<file path="src/rtl/pixel_packer_pkg.sv">
// Shared video constants for the pixel packer: FSM state encoding, default geometry,
// frame counter width and the clog2 helper used to size the slot counter.
package pixel_packer_pkg;

  localparam int DEFAULT_PIXEL_WIDTH     = 8;
  localparam int DEFAULT_PIXELS_PER_WORD = 4;
  localparam int FRAME_COUNT_WIDTH       = 16;

  typedef enum logic [1:0] {
    ST_IDLE     = 2'd0,
    ST_WAIT_SOF = 2'd1,
    ST_PACK     = 2'd2,
    ST_DROP     = 2'd3
  } state_t;

  // Ceiling log2, never below 1 so a counter always has at least one bit.
  function automatic int clog2(input int value);
    int result;
    result = 0;
    for (int i = 0; i < 31; i++) begin
      if ((32'sd1 <<< i) < value) begin
        result = i + 1;
      end
    end
    if (result < 1) begin
      result = 1;
    end
    return result;
  endfunction

endpackage

</file>
<file path="src/rtl/pixel_shift_reg.sv">
// Word assembly register for the pixel packer: loads one pixel into a slot, can clear,
// and presents the word including the pixel being loaded this cycle.
module pixel_shift_reg
  import pixel_packer_pkg::*;
#(
  parameter int  PIXEL_WIDTH     = DEFAULT_PIXEL_WIDTH,
  parameter int  PIXELS_PER_WORD = DEFAULT_PIXELS_PER_WORD,
  localparam int DATA_WIDTH      = PIXEL_WIDTH * PIXELS_PER_WORD,
  localparam int SLOT_WIDTH      = clog2(PIXELS_PER_WORD)
) (
  input  logic                   clk,
  input  logic                   rst_n,
  input  logic                   clear,
  input  logic                   load,
  input  logic [SLOT_WIDTH-1:0]  slot,
  input  logic [PIXEL_WIDTH-1:0] pixel,
  output logic [DATA_WIDTH-1:0]  packed_word
);

  logic [DATA_WIDTH-1:0] word_r;
  logic [DATA_WIDTH-1:0] base_s;

  assign base_s = clear ? {DATA_WIDTH{1'b0}} : word_r;

  // Slot 0 sits in the MSBs; each slot takes the new pixel or keeps its stored value.
  always_comb begin
    packed_word = base_s;
    for (int s = 0; s < PIXELS_PER_WORD; s++) begin
      packed_word[DATA_WIDTH-(s+1)*PIXEL_WIDTH +: PIXEL_WIDTH] =
        (load && (slot == SLOT_WIDTH'(s))) ? pixel
                                           : base_s[DATA_WIDTH-(s+1)*PIXEL_WIDTH +: PIXEL_WIDTH];
    end
  end

  // Storage for the partially assembled word.
  always_ff @(posedge clk) begin
    if (!rst_n) begin
      word_r <= {DATA_WIDTH{1'b0}};
    end else begin
      word_r <= packed_word;
    end
  end

endmodule

</file>
<file path="src/rtl/pixel_packer.sv">
// Pixel packer: aligns to frame start and packs PIXELS_PER_WORD pixels per FIFO write.
// Optional frame-start counter on oFrameCount when PIXEL_PACKER_FRAME_CNT_EN is defined.
module pixel_packer
  import pixel_packer_pkg::*;
#(
  parameter int  PIXEL_WIDTH     = DEFAULT_PIXEL_WIDTH,
  parameter int  PIXELS_PER_WORD = DEFAULT_PIXELS_PER_WORD,
  localparam int DATA_WIDTH      = PIXEL_WIDTH * PIXELS_PER_WORD
) (
  input  logic                         iClk,
  input  logic                         iResetN,
  input  logic                         iEnable,
  input  logic [PIXEL_WIDTH-1:0]       iPixel,
  input  logic                         iPixelValid,
  input  logic                         iFrameStart,
  input  logic                         iFull,
  output logic [DATA_WIDTH-1:0]        oData,
  output logic                         oWrEn,
  output logic                         oOverflow,
  output logic [FRAME_COUNT_WIDTH-1:0] oFrameCount
);

  localparam int                    SLOT_WIDTH = clog2(PIXELS_PER_WORD);
  localparam logic [SLOT_WIDTH-1:0] LAST_SLOT  = SLOT_WIDTH'(PIXELS_PER_WORD - 1);
  localparam logic [SLOT_WIDTH-1:0] SLOT_ZERO  = {SLOT_WIDTH{1'b0}};
  localparam logic [SLOT_WIDTH-1:0] SLOT_ONE   = SLOT_WIDTH'(1);

  state_t                state_r;
  logic [SLOT_WIDTH-1:0] slot_r;
  logic [SLOT_WIDTH-1:0] load_slot_s;
  logic                  sof_s;
  logic                  load_s;
  logic                  clear_s;
  logic [DATA_WIDTH-1:0] packed_word_s;

  // A frame start only counts once capture is armed (any state other than IDLE).
  assign sof_s = iEnable && iPixelValid && iFrameStart && (state_r != ST_IDLE);

  // Steer the word register: frame starts restart at slot 0, disabling drops the partial word.
  always_comb begin
    load_s      = 1'b0;
    clear_s     = 1'b0;
    load_slot_s = SLOT_ZERO;
    if (!iEnable) begin
      clear_s = 1'b1;
    end else begin
      case (state_r)
        ST_WAIT_SOF, ST_DROP: begin
          load_s  = sof_s;
          clear_s = sof_s;
        end
        ST_PACK: begin
          load_s  = iPixelValid;
          clear_s = sof_s;
        end
        default: begin
          load_s  = 1'b0;
          clear_s = 1'b0;
        end
      endcase
    end
    if (sof_s) begin
      load_slot_s = SLOT_ZERO;
    end else begin
      load_slot_s = slot_r;
    end
  end

  pixel_shift_reg #(
    .PIXEL_WIDTH     (PIXEL_WIDTH),
    .PIXELS_PER_WORD (PIXELS_PER_WORD)
  ) u_shift_reg (
    .clk         (iClk),
    .rst_n       (iResetN),
    .clear       (clear_s),
    .load        (load_s),
    .slot        (load_slot_s),
    .pixel       (iPixel),
    .packed_word (packed_word_s)
  );

  // Control FSM, slot counter and registered FIFO-side outputs.
  always_ff @(posedge iClk) begin
    if (!iResetN) begin
      state_r   <= ST_IDLE;
      slot_r    <= SLOT_ZERO;
      oData     <= {DATA_WIDTH{1'b0}};
      oWrEn     <= 1'b0;
      oOverflow <= 1'b0;
    end else begin
      oWrEn <= 1'b0;
      if (!iEnable) begin
        state_r <= ST_IDLE;
        slot_r  <= SLOT_ZERO;
      end else begin
        case (state_r)
          ST_IDLE: begin
            state_r   <= ST_WAIT_SOF;
            slot_r    <= SLOT_ZERO;
            oOverflow <= 1'b0;
          end
          ST_WAIT_SOF, ST_DROP: begin
            if (sof_s) begin
              state_r <= ST_PACK;
              slot_r  <= SLOT_ONE;
            end
          end
          ST_PACK: begin
            if (sof_s) begin
              slot_r <= SLOT_ONE;
            end else if (iPixelValid) begin
              if (slot_r == LAST_SLOT) begin
                slot_r <= SLOT_ZERO;
                if (iFull) begin
                  oOverflow <= 1'b1;
                  state_r   <= ST_DROP;
                end else begin
                  oWrEn <= 1'b1;
                  oData <= packed_word_s;
                end
              end else begin
                slot_r <= slot_r + SLOT_ONE;
              end
            end
          end
          default: begin
            state_r <= ST_IDLE;
            slot_r  <= SLOT_ZERO;
          end
        endcase
      end
    end
  end

`ifdef PIXEL_PACKER_FRAME_CNT_EN
  logic [FRAME_COUNT_WIDTH-1:0] frame_count_r;

  // Accepted frame starts, wrapping naturally at the counter width.
  always_ff @(posedge iClk) begin
    if (!iResetN) begin
      frame_count_r <= {FRAME_COUNT_WIDTH{1'b0}};
    end else if (sof_s) begin
      frame_count_r <= frame_count_r + {{(FRAME_COUNT_WIDTH-1){1'b0}}, 1'b1};
    end else begin
      frame_count_r <= frame_count_r;
    end
  end

  assign oFrameCount = frame_count_r;
`else
  assign oFrameCount = {FRAME_COUNT_WIDTH{1'b0}};
`endif

endmodule

</file>
<file path="config.mk">
export PLATFORM = sky130hd
export DESIGN_NAME = pixel_packer
export DESIGN_NICKNAME = d
export VERILOG_FILES = /design/src/rtl/pixel_packer_pkg.sv /design/src/rtl/pixel_shift_reg.sv /design/src/rtl/pixel_packer.sv
export SDC_FILE = /design/constraint.sdc
export NUM_CORES = 1
export LEC_CHECK = 0
export ABC_AREA = 1
export CAP_MARGIN = 20
export CELL_PAD_IN_SITES_DETAIL_PLACEMENT = 1
export CELL_PAD_IN_SITES_GLOBAL_PLACEMENT = 2
export CORE_AREA = 2 2 108 110
export CTS_CLUSTER_SIZE = 14
export DETAILED_ROUTE_END_ITERATION = 7
export DIE_AREA = 0 0 110 112
export PLACE_DENSITY = 0.82
export SLEW_MARGIN = 20
export SYNTH_ARGS = -nofsm -noshare
export SYNTH_HDL_FRONTEND = slang
export SYNTH_SLANG_ARGS = --single-unit
</file>
<file path="constraint.sdc">
create_clock -name iClk -period 2.7 [get_ports iClk]
set_input_delay 0.54 -clock iClk [delete_from_list [all_inputs] [get_ports iClk]]
set_output_delay 0.54 -clock iClk [all_outputs]
set_load 0.01 [all_outputs]
</file>
# Word level (Yosys, flattened, before mapping)
# Index checks and enable logic that the tools add are counted.
# classes
muxes	27
n_addsub	1
bitwise_logic	7
reduce_logical	19
eq_ne	13
# op_table
operator	count
2-to-1 mux 32 bit	1
2-to-1 mux 8 bit	4
2-to-1 mux 2 bit	10
one-hot mux 2 bit (3 select lines)	2
AND reduction 6 bit	2
== test 2 bit (second input constant)	5
!= test 2 bit (second input constant)	5
2-to-1 mux 1 bit	8
logical AND 1 bit	7
inverter 1 bit	7
OR reduction 6 bit	1
AND reduction 5 bit	1
== test 2 x 1 -> 1 bit (second input constant)	2
logical NOT 2 bit	2
one-hot mux 1 bit (2 select lines)	2
AND reduction 2 bit	2
nonzero test 2 bit	2
!= test 3 bit (second input constant)	1
OR reduction 3 bit	1
adder 2 x 1 -> 2 bit (second input constant)	1
OR reduction 2 bit	1
# word_totals
in_bits	14
ff_bits	70
wordCells	73
output_inout_bits	50

# Longest topological paths before layout
# logic_depth
ltp_word	7
ltp_mapped	10

# Cells and area by module
# Synthesis repeated with hierarchy kept, for this count alone.
# hier_totals
cells_unflattened	543
area_unflattened_um2	3569.7
# by_module_without_submodules
mod	n_inst	cells_each	area_each_um2
pixel_packer	1	288	1944.4
pixel_shift_reg	1	255	1625.3

# Least setup slack after synthesis
# OpenSTA, ideal clock, no wires.
# synth_path
kind	input -> register
startpoint	input iPixelValid
endpoint	register oData[16]
arrival_time_ns	1.500
n_path_buf	0
slack_ns	1.091
setup_time_ns	0.109
path_stages	8
path_cell_list	nand3_1 nor2_4 nor2_2 nand3_1 nand2_1 nand3_1 nand2_1 inv_1
# synth_between
elab_chain_cells	7
# synth_rtl
element	line	source
start: declaration	pixel_packer.sv:14	input logic iPixelValid,
logical AND 1 bit (3 in a row)	pixel_packer.sv:37	assign sof_s = iEnable && iPixelValid && iFrameStart && (state_r != ST_IDLE);
one-hot mux 1 bit (2 select lines), or another cell as far along	pixel_packer.sv:47	case (state_r)
2-to-1 mux 1 bit or == test 2 x 1 -> 1 bit (tied branches)	pixel_packer.sv:44, pixel_shift_reg.sv:30	
logical AND 1 bit or 2-to-1 mux 32 bit (tied branches)	pixel_shift_reg.sv:30, pixel_shift_reg.sv:23	
2-to-1 mux 8 bit	pixel_shift_reg.sv:30	(load && (slot == SLOT_WIDTH'(s))) ? pixel
end signal: assignment	pixel_packer.sv:87	oData <= {DATA_WIDTH{1'b0}};
end signal: assignment	pixel_packer.sv:119	oData <= packed_word_s;
end: declaration	pixel_packer.sv:17	output logic [DATA_WIDTH-1:0] oData,
# Several ways; a longest one is shown, not always the timed one.
# A chain may end at the register's enable or synchronous reset.

# Worst setup path in the final report
# layout_path
startpoint	input iEnable
endpoint	register oData[29]
# layout_between
elab_chain_cells	7
# layout_rtl
element	line	source
start: declaration	pixel_packer.sv:12	input logic iEnable,
logical AND 1 bit (3 in a row)	pixel_packer.sv:37	
one-hot mux 1 bit (2 select lines), or another cell as far along	pixel_packer.sv:47	
2-to-1 mux 1 bit or logical NOT 2 bit (tied branches)	pixel_packer.sv:44, pixel_shift_reg.sv:30	
logical AND 1 bit or 2-to-1 mux 32 bit (tied branches)	pixel_shift_reg.sv:30, pixel_shift_reg.sv:23	
2-to-1 mux 8 bit	pixel_shift_reg.sv:30	
# Several ways; a longest one is shown, not always the timed one.

==> flow_summary.json <==
{
  "dieArea_mm2": 0.0123,
  "fillers": 1445,
  "diodes": 0,
  "p_leak_nw": 1.67,
  "slowest_delay_ps": 570,
  "intPower_mw": 1.72,
  "combPwrFrac": 0.051,
  "grt_pass1_vias": 3060,
  "hold_class": "register to register",
  "swShare": 0.229,
  "synth_area_mm2": 0.00327,
  "clk_root_buffer_cell": "clkbuf_16",
  "cp_num_buf_inv": 3,
  "maxCapViolCount": 0,
  "crit_chain": "clkdlybuf4s50_1 > nand3_1 > inv_2 > nand2_1 > o21ai_2 > nand2_2 > nand2_1 > nand3_1 > nand2_1 > inv_1",
  "power_switching_mw": 0.510,
  "endpoint": "oData[29]",
  "holdPathStages": 2,
  "clockBufferDepth": 2,
  "seqPwrFrac": 0.467,
  "r2r_start": "slot_r[1]",
  "die_w_um": 110,
  "netlist-cell-type-count": 22,
  "vdd_drop_max_uv": 264,
  "crit_cells": 10,
  "crit_arrival_ps": 2300,
  "globalRouteTotalUtil": 0.157,
  "grt_max_degree": 46,
  "power.share.clock": 0.482,
  "power.density_mw_per_mm2": 541,
  "dpl.hpwl_um": 6140,
  "wirelength_um": 8880,
  "numCtsBuffers": 9,
  "worstReg2RegEnd": "oData[15]",
  "utilization": 0.369,
  "critPathKind": "primary input to register",
  "top_level_ports": 64,
  "drive_above_1_share": 0.0636,
  "ys_ff_latch": 70,
  "worstSetupEndpointType": "register",
  "slowest_stage": "clkdlybuf4s50_1",
  "post-route-period-util": 0.764,
  "r2r_cells": 7,
  "tns_ps": 0,
  "die_height_um": 112,
  "gp_congestion": 0.792,
  "timing.reg2reg.setup_slack_ps": 880,
  "critical-path-top-delay-family": "simple AND/OR/NAND/NOR gates",
  "cts_tree": "yes",
  "core.rowCount": 39,
  "fmax_mhz": 485,
  "synth_warnings": 0,
  "antenna_found_initial": 0,
  "post-route-min-period_ps": 2060,
  "start_util": 0.292,
  "outcome": "completed",
  "tightestPinTransition_ps": 500,
  "core_mm2": 0.0112,
  "cts.sinks": 70,
  "vias": 3123,
  "numPortBuffers": 47,
  "grt_most_used_layer": "met2",
  "grt-ovfl-total": 0,
  "htreeDepth": 3,
  "syn_to_final_growth_pct": 26.2,
  "seqCellArea_mm2": 0.00140,
  "drt_iter0_drc": 94,
  "met3_usage": 0.0316,
  "avgViaCountPerCell": 4.61,
  "firstDrtPassIters": 4,
  "multiInputGateArea_mm2": 0.00141,
  "final_nets": 545,
  "ys_seq_area_frac": 0.429,
  "wl_per_cell_um": 13.1,
  "grt_pass1_wl_um": 15000,
  "synth_area_per_cell_um2": 6.75,
  "finalMaxSlewViolations": 0,
  "met2_usage": 0.244,
  "path_common_cell": "nand2_1",
  "maxSlewHeadroom": 0.666,
  "finClkSkew_ps": 5.44,
  "clk_pin_slew_ps": 50,
  "syn_inst": 484,
  "crit_path_max_fanout": 9,
  "startpoint": "iEnable",
  "drc_errors": 0,
  "setup_viol": 0,
  "postCtsSetupBuffers": 0,
  "clkLatencyLatePin_ps": 340,
  "cts_resized": 0,
  "ant_nets": 0,
  "crit_required_ps": 2930,
  "grt_setup_unrepaired": "false",
  "use_met1": 0.207,
  "postCtsHoldBufs": 0,
  "cp-start-kind": "primary input",
  "hold_viol": 0
}
placed cells by master (no fill, tap or decap):
master / synthesis / final
nor2_2: 4 / 4
clkinv_1: 1 / 2
nor3_1: 2 / 2
clkbuf_16: 0 / 9
ha_1: 1 / 1
nand2_1: 71 / 71
clkinv_2: 0 / 1
buf_4: 16 / 9
a21oi_1: 38 / 38
nor2_1: 99 / 99
clkbuf_8: 0 / 1
nand4_1: 26 / 26
nand3_1: 45 / 45
inv_2: 1 / 1
nand3_2: 2 / 2
nor2_4: 2 / 2
o21ai_2: 1 / 1
clkbuf_1: 8 / 5
o21ai_0: 5 / 5
clkdlybuf4s50_1: 0 / 47
dfxtp_1: 70 / 70
buf_12: 0 / 2
conb_1: 1 / 16
inv_1: 75 / 74
nand2_2: 2 / 2
worst min-delay path: stages, from the launching register on:
cell and delay [ps]:
dfxtp_1 310, inv_1 50, a21oi_1 50
how the worst min path moves through the flow:
stage	slack [ps]	endpoint	from
3_5_place_dp	450	oOverflow	oOverflow
2_1_floorplan	470	oOverflow	oOverflow
6_report	450	oOverflow	oOverflow
4_1_cts	460	oOverflow	oOverflow
3_3_place_gp	440	oOverflow	oOverflow
5_1_grt	480	oOverflow	oOverflow
layout make-up:
cell class                 count  share of cell area
sequential                    70               0.340
clock inverter                 1             0.00121
inverter                      77              0.0701
multi-input combinational    314               0.343
tap                          143              0.0434
timing repair buffer          58               0.140
clock buffer                  15              0.0625
state kept, by name (all words and copies together), names as in the netlist:
name and cells:
oData 32, oOverflow 1, oWrEn 1, slot_r 2, state_r 2, u_shift_reg.word_r 32
cells by family (layout without fill, tap and decap cells):
kind of cell    after synthesis  in the layout  synth area share
compound gates               44             44            0.0686
fa+ha+maj                     1              1           0.00383
buf+inv                     115            151             0.156
flops                        70             70             0.429
other cells                   1             16           0.00115
simple gates                253            253             0.342
per-stage QoR:
step                      setup slack, ps  instances  instance area, um2  total power, mW  hold slack (ps)
final                                 638        678                4120             2.23              450
after global routing                  441        678                4120             2.33              479
after CTS                             640        678                4120             2.26              457
after detailed placement              294        662                3860             1.18              448
after global placement                344        662                3860             1.17              437
after floorplan                      1090        499                3320             1.14              472
metal layers:
metal / wire, um / share of wire / up-vias
met5: 0 / 0 / -
met4: 216 / 0.024 / 0
met3: 362 / 0.041 / 17
met2: 4160 / 0.47 / 64
met1: 4140 / 0.47 / 1468
li1: - / - / 1574
Yosys cell counts:
| library cell | n | area [um2] |
|---|---|---|
| nor2_1 | 99 | 372 |
| inv_1 | 75 | 282 |
| nand2_1 | 71 | 267 |
| dfxtp_1 | 70 | 1400 |
| nand3_1 | 45 | 225 |
| a21oi_1 | 38 | 190 |
| nand4_1 | 26 | 163 |
| buf_4 | 16 | 120 |
| buf_2 | 13 | 65.1 |
| clkbuf_1 | 8 | 30.0 |
| o21ai_0 | 5 | 25.0 |
| nor2_2 | 4 | 25.0 |
| nand2_2 | 2 | 12.5 |
| nand3_2 | 2 | 20.0 |
| nor2_4 | 2 | 22.5 |
| nor3_1 | 2 | 10.0 |
| buf_1 | 1 | 3.75 |
| clkinv_1 | 1 | 3.75 |
| conb_1 | 1 | 3.75 |
| ha_1 | 1 | 12.5 |
| inv_2 | 1 | 3.75 |
| o21ai_2 | 1 | 8.76 |
power groups by stage:
stage,combinational (mW),sequential [mW],clock [mW]
final,0.113,1.04,1.08
after global routing,0.124,1.04,1.16
after CTS,0.114,1.04,1.11
after detailed placement,0.114,1.06,0
after global placement,0.112,1.06,0
after floorplan,0.0754,1.06,0
Note: power is estimated with default switching activity, not from simulation.
